### config.mk
export PLATFORM = sky130hd
export DESIGN_NAME = serial_subtractor
export DESIGN_NICKNAME = d
export VERILOG_FILES = /design/src/rtl/serial_sub_pkg.sv /design/src/rtl/serial_subtractor_fs_bit.sv /design/src/rtl/serial_subtractor.sv
export SDC_FILE = /design/constraint.sdc
export NUM_CORES = 1
export LEC_CHECK = 0
export BUFFER_PORTS_ARGS = -buffer_cell sky130_fd_sc_hd__buf_2
export CAP_MARGIN = 20
export CORE_MARGIN = 2
export CORE_UTILIZATION = 50
export DETAILED_ROUTE_END_ITERATION = 8
export PLACE_DENSITY = 0.73
export SETUP_SLACK_MARGIN = 0.4
export SYNTH_ARGS = -nofsm -noshare
export SYNTH_HDL_FRONTEND = slang
export SYNTH_SLANG_ARGS = --single-unit
### constraint.sdc
create_clock -name clk -period 2.1 [get_ports clk]
set_input_delay 0.315 -clock clk [delete_from_list [all_inputs] [get_ports clk]]
set_output_delay 0.315 -clock clk [all_outputs]
set_load 0.05 [all_outputs]
### src/rtl/serial_sub_pkg.sv
// Shared types and sizing for the bit-serial subtractor.
package serial_sub_pkg;

  typedef enum logic [1:0] {
    IDLE  = 2'd0,
    SHIFT = 2'd1,
    DONE  = 2'd2
  } state_t;

  localparam int DEFAULT_WIDTH = 8;

  // The bit counter runs 0..w-1, so clog2(w) bits suffice (never below 1).
  function automatic int cnt_width(input int w);
    return (w > 2) ? $clog2(w) : 1;
  endfunction

  localparam int DEFAULT_CNT_W = cnt_width(DEFAULT_WIDTH);

endpackage

### src/rtl/serial_subtractor_fs_bit.sv
// One-bit full subtractor: d = x - y - bin, br = borrow out.
module fs_bit (
  input  logic x,
  input  logic y,
  input  logic bin,
  output logic d,
  output logic br
);

  assign d  = x ^ y ^ bin;
  assign br = (~x & y) | (~x & bin) | (y & bin);

endmodule

### src/rtl/serial_subtractor.sv
// Bit-serial subtractor: computes a - b - bin LSB-first, one bit per SHIFT cycle.
module serial_subtractor
  import serial_sub_pkg::*;
#(
  parameter int WIDTH = DEFAULT_WIDTH
) (
  input  logic             clk,
  input  logic             rst,
  input  logic             start,
  input  logic [WIDTH-1:0] a,
  input  logic [WIDTH-1:0] b,
  input  logic             bin,
  output logic             busy,
  output logic             done,
  output logic [WIDTH-1:0] diff,
  output logic             bout,
  output state_t           state_dbg
);

  localparam int CW = cnt_width(WIDTH);
  localparam logic [CW-1:0] LAST = CW'(WIDTH - 1);

  // Handshake: start is taken only while IDLE (busy=0, done=0); busy stays high
  // for the WIDTH processing cycles; done pulses for one cycle with diff/bout valid,
  // and diff/bout then hold until the next result lands.
  state_t           state_q, state_d;
  logic [WIDTH-1:0] a_sr, b_sr, res_sr, res_next;
  logic [WIDTH-1:0] diff_q;
  logic             borrow_q, bout_q;
  logic [CW-1:0]    cnt_q;
  logic             step_d, step_br;
  logic             last_bit;

  fs_bit u_fs_bit (
    .x   (a_sr[0]),
    .y   (b_sr[0]),
    .bin (borrow_q),
    .d   (step_d),
    .br  (step_br)
  );

  assign last_bit = (cnt_q == LAST);
  assign res_next = {step_d, res_sr[WIDTH-1:1]};

  always_comb begin
    state_d = state_q;
    case (state_q)
      IDLE:    if (start) state_d = SHIFT;
      SHIFT:   if (last_bit) state_d = DONE;
      DONE:    state_d = IDLE;
      default: state_d = IDLE;
    endcase
  end

  always_ff @(posedge clk or posedge rst) begin
    if (rst) state_q <= IDLE;
    else     state_q <= state_d;
  end

  always_ff @(posedge clk or posedge rst) begin
    if (rst) begin
      a_sr     <= '0;
      b_sr     <= '0;
      res_sr   <= '0;
      borrow_q <= 1'b0;
      cnt_q    <= '0;
      diff_q   <= '0;
      bout_q   <= 1'b0;
    end else begin
      case (state_q)
        IDLE: begin
          if (start) begin
            a_sr     <= a;
            b_sr     <= b;
            borrow_q <= bin;
            res_sr   <= '0;
            cnt_q    <= '0;
          end
        end
        SHIFT: begin
          res_sr   <= res_next;
          borrow_q <= step_br;
          a_sr     <= a_sr >> 1;
          b_sr     <= b_sr >> 1;
          cnt_q    <= cnt_q + 1'b1;
          // The last step's bit and borrow go straight to the held outputs.
          if (last_bit) begin
            diff_q <= res_next;
            bout_q <= step_br;
          end
        end
        default: ;
      endcase
    end
  end

  assign busy      = (state_q == SHIFT);
  assign done      = (state_q == DONE);
  assign diff      = diff_q;
  assign bout      = bout_q;
  assign state_dbg = state_q;

endmodule

# Word level (Yosys, flattened, before mapping)
# Index checks and enable logic that the tools add are counted.
# W data, S select, Z words.
[word_totals] regBits=39 input_bits=20 output_inout_bits=13 wordCells=40
[classes] add_sub_neg=1 eq_ne=5 n_mux=13 bitwise_logic=8 reduce_logical=5
[op_table] op="$pmux W8 S2" count=3
[op_table] op="$mux W8" count=3
[op_table] op="$pmux W3 S2" count=1
[op_table] op="$reduce_and A2 Y1" count=3
[op_table] op="$mux W2" count=2
[op_table] op="$pmux W2 S2" count=1
[op_table] op="$add A3 B1 Y3 const B" count=1
[op_table] op="$and A1 B1 Y1" count=3
[op_table] op="$eq A3 B3 Y1 const B" count=1
[op_table] op="$mux W3" count=1
[op_table] op="$eq A2 B1 Y1 const B" count=1
[op_table] op="$eq A2 B2 Y1 const B" count=1
[op_table] op="$logic_not A2 Y1" count=1
[op_table] op="$ne A2 B1 Y1 const B" count=1
[op_table] op="$ne A2 B2 Y1 const B" count=1
[op_table] op="$or A1 B1 Y1" count=2
[op_table] op="$pmux W1 S2" count=1
[op_table] op="$reduce_bool A2 Y1" count=1
[op_table] op="$xor A1 B1 Y1" count=2
[op_table] op="$mux W1" count=1
[op_table] op="$not A1 Y1" count=1

# Logic depth before layout (Yosys ltp)
# Gate-level depths: netlist of run 1.
[logic_depth] word_depth=5 ltp_mapped=5 depth_no_buf=4

# Cells and area by module
# From an unflattened synthesis of run 1, not the netlist that was laid out.
[unflattened] cells_unflattened=151 hier_area_um2=1851.8
[by_module_without_submodules] mod="serial_subtractor" n_inst=1 cells_each=148 area_each_um2=1824.2 seq_area_each_um2=950.9
[by_module_without_submodules] mod="fs_bit" n_inst=1 cells_each=3 area_each_um2=27.5 seq_area_each_um2=0.0

# Worst setup path before layout of run 1
# No wires, ideal clock.
[synth_path] kind="flip-flop to output port" startpoint="register state_q[1], in the netlist state_dbg[1]" endpoint="output port done" arrival_ns=1.744 t_required_ns=1.785 setup_slack_ns=0.041 path_stages_with_launch=4 n_path_buf=2 path_cell_list="dfrtp_1 -> buf_6 -> buf_6 -> nor2b_1"
[synth_via] elab_chain_cells=1
[synth_lines] element="start: declaration" line="serial_subtractor.sv:26" text="state_t state_q, state_d;"
[synth_lines] element="start signal: assignment" line="serial_subtractor.sv:57" text="else state_q <= state_d;"
[synth_lines] element="$eq A2 B2 Y1" line="serial_subtractor.sv:98" text="assign done = (state_q == DONE);"
[synth_lines] element="end: declaration" line="serial_subtractor.sv:14" text="output logic done,"
# No other way between the ends.

# Worst setup path after layout of run 1
[layout_path] startpoint="register state_q[0], in the netlist state_dbg[0]" endpoint="output port done"
# Same word-level chain as after synthesis.

==> summary.txt, run 1 <==
Outcome
  • Status: finished, final reports clean

STA
  • Clk_skew: 14.4 ps
  • Max frequency: 615 MHz
  • Fin Setup TNS: 0 ps
  • Worst-margin pin slew: 516 ps
  • RSZ-0062 raised after global routing: no
  • Final setup margin: 474 ps
  • Tmin final: 1630 ps
  • Count of pins over their slew limit: 0
  • Tcrit/Tclk final: 0.774
  • Final setup viols: 0
  • Final hold violations: 0
  • Slew HR: 0.655

Global routing
  • Tot GR Track Use: 0.189
  • Vias in the first global route: 1257
  • Initial antenna violation count: 0
  • First-pass GRT wire length: 5.89 mm
  • Total congestion overflow: 0
  • Largest net degree at the start of global routing: 39

Synthesis
  • Mapped Nets: 164
  • Register area share after synthesis: 0.529
  • Syn Area/Cell: 12.7 µm²
  • Count of unique library cells instantiated by Yosys: 28
  • Synth warn: 0
  • Post-Syn Area: 1800 µm²
  • Post-Synthesis Cells: 141
  • Post-synthesis register bit count: 38

Drt
  • Post-DRT Antenna Nets: 0
  • Via count: 1225
  • Drt wl/cell: 15.3 µm
  • Routed WL: 3.39 mm
  • 1st-iter DRT viols: 57
  • 1st-pass router iterations: 4
  • DR DRC count: 0
  • Via density: 5.52

Power
  • Internal: 1.85 mW
  • Switching Share: 0.416
  • PwrDens: 1520 nW/µm²
  • Clock share of power: 0.129
  • Logic pwr share: 0.471
  • Register share of total power: 0.400
  • Static Leak: 0.995 nW
  • Maximum vdd ir drop: 0.000667 V
  • P_sw: 1.32 mW

Worst setup path
  • Type of origin of the critical path: register
  • Slowest CP cell: dfrtp_2
  • Data arrival time of the worst path: 1310 ps
  • Top delay family on crit path: flip-flops
  • Worst Path Required: 1780 ps
  • Reg2reg start: cnt_q[0]$_DFFE_PP0P_
  • CP max stage delay: 470 ps
  • CP Cell Sequence: buf_8, nor2b_4, buf_6
  • CP max FO: 33
  • Crit Path Category: reg2out
  • Crit. End Element: primary output
  • Critical path launch point: state_dbg[0]$_DFFE_PP0P_
  • Critical path buffer and inverter count: 2

Die
  • Die height: 63.9 µm
  • Die area: 4090 µm²
  • Initial Util: 0.530
  • Rows: 21
  • Die width: 63.9 µm
  • IO Pins: 33
  • Core area: 3390 µm²

Clock network
  • Hold_buf cts: 0
  • Clk slew on worst S/H paths: 120 ps
  • CTS buffer count: 5
  • H-tree depth: 2
  • Worst skew pair latency: 350 ps
  • Clock Path Buffers: 2
  • Clk sinks: 38
  • Clock root buffer: clkbuf_4
  • TritonCTS clock tree: done

Place
  • Global placement routability congestion: 0.690
  • Post-placement setup slack: 417 ps
  • Port Buffers: 32
  • Inst Count DP: 210
  • HPWL after DPL: 2.23 mm

Cells and area
  • Commonest non-fill, non-tap cell in the layout: dfrtp_1
  • ANT cells: 0
  • Share of cells above drive strength 1: 0.381
  • Finished Layout Cells: 222
  • Finished Core Util: 0.613
  • Most frequent cells in the layout: dfrtp_1, buf_2, inv_1
  • Fillers: 274
  • Area added between synthesis and finish: 15.6%
  • Net count, final: 198

Min path
  • Worst hold path type: in2async

Job
  • Max Cap Viol: 0
-- flip-flops by register name, indices dropped and copies added, names as in the netlist --
signal / cells
cnt_q: 3
bout: 1
state_dbg: 2
borrow_q: 1
diff: 8
res_sr: 7
b_sr: 8
a_sr: 8
-- stage by stage --
stage	cell area, µm²	power [mW]	hold slack, ps
after floorplan	1810	2.44	457
after CTS	2020	3.12	63.9
final	2080	3.17	56.3
after global placement	1940	2.63	437
after detailed placement	1940	2.69	448
after global routing	2080	3.41	76.9
-- cell usage after synthesis --
| cell type | n | area share |
|---|---|---|
| nor2b_1 | 1 | 0.0035 |
| inv_1 | 14 | 0.029 |
| ha_1 | 2 | 0.014 |
| fa_1 | 1 | 0.011 |
| buf_4 | 2 | 0.0084 |
| dfrtp_1 | 38 | 0.53 |
| a221oi_1 | 7 | 0.034 |
| buf_6 | 7 | 0.044 |
| o21ba_2 | 1 | 0.0056 |
| mux2_2 | 8 | 0.050 |
| a211o_1 | 2 | 0.0098 |
| buf_2 | 4 | 0.011 |
| nor4bb_1 | 2 | 0.011 |
| o221a_2 | 4 | 0.025 |
| nor4b_2 | 1 | 0.0084 |
| o2bb2ai_1 | 1 | 0.0049 |
| a211oi_1 | 4 | 0.017 |
| nor2_1 | 7 | 0.015 |
| nand2b_1 | 1 | 0.0035 |
| inv_2 | 1 | 0.0021 |
| nor4b_1 | 10 | 0.049 |
| o21bai_4 | 1 | 0.010 |
| a21oi_1 | 1 | 0.0028 |
| a22o_1 | 8 | 0.039 |
| nor3b_1 | 6 | 0.025 |
| or4b_1 | 4 | 0.022 |
| nand3b_1 | 1 | 0.0042 |
| mux2i_1 | 2 | 0.011 |
-- kinds of logic (layout without fill, tap and decap cells) --
family | after synthesis | in the layout | synth area share
buffers and inverters | 28 | 63 | 0.0947
DFF | 38 | 38 | 0.529
muxes | 10 | 10 | 0.0613
AOI/OAI and AO/OA | 29 | 29 | 0.148
adders and majority gates | 3 | 3 | 0.0251
and+or+nand+nor | 33 | 33 | 0.141
-- final timing paths --
path / slack [ps] / endpoint / depth (start not counted)
worst max register to register: 560 / diff[6]$_DFFE_PP0P_ / 5
max in group asynchronous: 1700 / state_dbg[1]$_DFFE_PP0P_ / 3
worst max-delay path: 470 / done / 3
worst min-delay path: 60 / res_sr[2]$_DFFE_PP0P_ / 3
min in group clk: 300 / a_sr[5]$_DFFE_PP0P_ / 3
worst min register to register: 500 / cnt_q[0]$_DFFE_PP0P_ / 1
-- routing by layer --
layer	share of wire	vias up	global-route usage	routed length, µm
met5	0	-	0	0
met4	0.017	0	0.0652	57
met3	0.046	6	0.0616	157
met2	0.50	24	0.309	1700
met1	0.44	611	0.236	1480
li1	-	584	-	-
-- layout make-up --
class,instances,area [µm²],share of cell area
clock inverters,2,12.5,0.00602
clock buffers,6,51.3,0.0247
repair buffers,40,260,0.125
inverters,15,58.8,0.0283
multi-input cells,75,683,0.329
flip-flops and latches,38,953,0.459
well taps,46,57.6,0.0277
-- power by group through the flow --
stage | Combinational (mW) | Clock (mW) | Sequential [mW]
3_5_place_dp | 1.40 | 0 | 1.29
2_1_floorplan | 0.902 | 0 | 1.53
6_report | 1.49 | 0.409 | 1.27
5_1_grt | 1.63 | 0.466 | 1.31
4_1_cts | 1.44 | 0.418 | 1.27
3_3_place_gp | 1.36 | 0 | 1.27
-- what timing repair did --
item | in CTS | in global routing
endpoints found under the setup margin | 2 | 10
setup buffers | 1 | 3
cloned | 0 | 0
gates resized for setup | 4 | 6
-- worst reg2reg max path, cell delays in order, from the launching register on --
cell and delay [ps]:
dfrtp_1 410, ha_1 200, ha_1 210, nand3b_1 140, buf_12 140, mux2_2 340
Note: power is estimated with default switching activity, not from simulation.
==> run 2: changes to the inputs <==
==> constraint.sdc (replaced) <==
create_clock -name clk -period 1.55 [get_ports clk]
set_input_delay 0.2325 -clock clk [delete_from_list [all_inputs] [get_ports clk]]
set_output_delay 0.2325 -clock clk [all_outputs]
set_load 0.05 [all_outputs]
==> run 2 against run 1 <==
First-iteration DRC count down 1.8%. Sequential share of layout area down 13 points. Critical path type is now reg2reg. Clock power up 21%. Worst setup slack worse by 430 ps. Largest power group unchanged. Clock skew down 8.0 ps. Non-clock buffer count up 47. Highest routed layer unchanged. Via count up 22%. Count of clock-buffer cells in the layout unchanged.
==> summary.txt, run 2 (synthesis gave the netlist of run 1 again) <==
Outcome
  • Status: finished, final reports clean

Clock network
  • Clk sinks: 38
  • H-tree depth: 2
  • CTS buffer count: 5
  • Worst skew pair latency: 340 ps
  • Clk slew on worst S/H paths: 110 ps
  • TritonCTS clock tree: done
  • Clock Path Buffers: 2
  • Clock root buffer: clkbuf_4

STA
  • Worst-margin pin slew: 408 ps
  • Clk_skew: 6.33 ps
  • Max frequency: 666 MHz
  • Tcrit/Tclk final: 0.969
  • RSZ-0062 raised after global routing: yes
  • Final hold slack: 213 ps
  • Slew HR: 0.728
  • Count of pins over their slew limit: 0
  • Fin Setup TNS: 0 ps
  • Final setup viols: 0
  • Final hold violations: 0
  • Tmin final: 1500 ps

Die
  • Die width: 63.9 µm
  • IO Pins: 33
  • Rows: 21
  • Die area: 4090 µm²
  • Core area: 3390 µm²
  • Initial Util: 0.530
  • Die height: 63.9 µm

Cells and area
  • Net count, final: 245
  • Most frequent cells in the layout: dfrtp_1, buf_4, buf_6
  • Share of cells above drive strength 1: 0.641
  • Area added between synthesis and finish: 61.1%
  • ANT cells: 0
  • Commonest non-fill, non-tap cell in the layout: dfrtp_1

Worst setup path
  • Reg2reg path depth: 4
  • Type of origin of the critical path: register
  • Data arrival time of the worst path: 1740 ps
  • Crit Path Category: reg2reg
  • Slowest CP cell: or4b_1
  • CP max FO: 8
  • Critical register-to-register path endpoint: a_sr[5]$_DFFE_PP0P_
  • CP max stage delay: 500 ps
  • Reg2reg start: state_dbg[0]$_DFFE_PP0P_
  • CP Cell Sequence: buf_6, buf_12, or4b_1, o221a_2
  • FF-to-FF setup slack: 50 ps
  • Top delay family on crit path: simple AND/OR/NAND/NOR gates
  • Crit. End Element: register
  • Worst Path Required: 1790 ps
  • Critical path buffer and inverter count: 2

Drt
  • Via density: 5.56
  • Routed WL: 4.77 mm
  • DR DRC count: 0
  • Drt wl/cell: 17.7 µm
  • 1st-pass router iterations: 4
  • Via count: 1495
  • Post-DRT Antenna Nets: 0
  • 1st-iter DRT viols: 56

Global routing
  • Tot GR Track Use: 0.237
  • Largest net degree at the start of global routing: 22
  • Total congestion overflow: 0
  • Vias in the first global route: 1564
  • Initial antenna violation count: 0
  • First-pass GRT wire length: 7.34 mm

Power
  • Static Leak: 1.38 nW
  • PwrDens: 2020 nW/µm²
  • Maximum vdd ir drop: 0.00122 V

Min path
  • Hold Crit Start: b[0]
  • Worst hold path type: in2reg
  • Hold path cells: 3
  • WHS Endpoint: b_sr[0]$_DFFE_PP0P_

Job
  • Max Cap Viol: 0

Place
  • Port Buffers: 32
  • Global placement routability congestion: 0.742
  • HPWL after DPL: 2.42 mm
==> run 2: cell types whose count changed in the layout (fill, tap and decap cells not counted), moves of 4 or more <==
| cell | delta |
|---|---|
| a221oi_1 | -7 |
| a221oi_2 | +6 |
| buf_12 | +4 |
| buf_2 | -11 |
| buf_4 | +29 |
| buf_6 | +23 |
| mux2_2 | -8 |
| mux2_4 | +8 |
| nor4b_1 | -10 |
| nor4b_2 | +4 |
| nor4b_4 | +6 |
==> run 2: worst reg2reg max path, stage by stage (launching register included) <==
cell	delay (ps)
dfrtp_2	490
buf_6	150
buf_12	120
or4b_1	500
o221a_2	130
==> run 2: metrics by stage <==
stage / std cells / worst slack [ps] / utilization / cell area [µm²] / power (mW)
floorplan: 141 / 101 / - / 1920 / 3.51
global placement: 217 / 130 / 0.628 / 2130 / 3.87
detailed placement: 217 / 89.8 / 0.628 / 2130 / 3.97
CTS: 255 / 67.8 / 0.799 / 2710 / 5.36
global route: 269 / 13.1 / 0.854 / 2900 / 6.18
finish: 269 / 47.6 / 0.854 / 2900 / 5.86
==> run 2: how the worst max path moves through the flow <==
stage                             start             endpoint  slack (ps)  depth (start not counted)
2_1_floorplan  state_dbg[0]$_DFFE_PP0P_                 done         100                          4
3_3_place_gp       cnt_q[0]$_DFFE_PP0P_     bout$_DFFE_PP0P_         130                          5
3_5_place_dp       cnt_q[0]$_DFFE_PP0P_  diff[2]$_DFFE_PP0P_          90                          5
4_1_cts        state_dbg[0]$_DFFE_PP0P_                 done          70                          3
5_1_grt        state_dbg[1]$_DFFE_PP0P_                 done          10                          3
6_report       state_dbg[0]$_DFFE_PP0P_  a_sr[5]$_DFFE_PP0P_          50                          4
==> run 2: what timing repair did <==
action | CTS | global route
cloned | 2 | 0
setup endpoints to repair | 47 | 51
hold endpoints to repair | 38 | 0
hold buffers | 1 | 0
pin swaps | 8 | 10
gates resized for setup | 62 | 16
setup buffers | 27 | 14
==> run 2: layout make-up <==
class,count,area [µm²]
clock buffer,6,41.3
clock inverter,2,10.0
fill,168,494
inverter,15,68.8
multi-input combinational,75,965
sequential,38,953
tap,46,57.6
timing repair buffer,87,800
==> run 2: per-layer routing <==
metal | GRT usage | vias up | share of wire
li1 | - | 689 | -
met1 | 0.270 | 760 | 0.41
met2 | 0.426 | 34 | 0.53
met3 | 0.0581 | 12 | 0.033
met4 | 0.0870 | 0 | 0.020
met5 | 0 | - | 0
==> run 2: where the power goes <==
| part | leakage [nW] | internal, mW | switching, mW | total, mW |
|---|---|---|---|---|
| sequential | 0.465 | 1.44 | 0.332 | 1.78 |
| clock | 0.0320 | 0.173 | 0.321 | 0.494 |
| combinational | 0.886 | 1.90 | 1.69 | 3.59 |
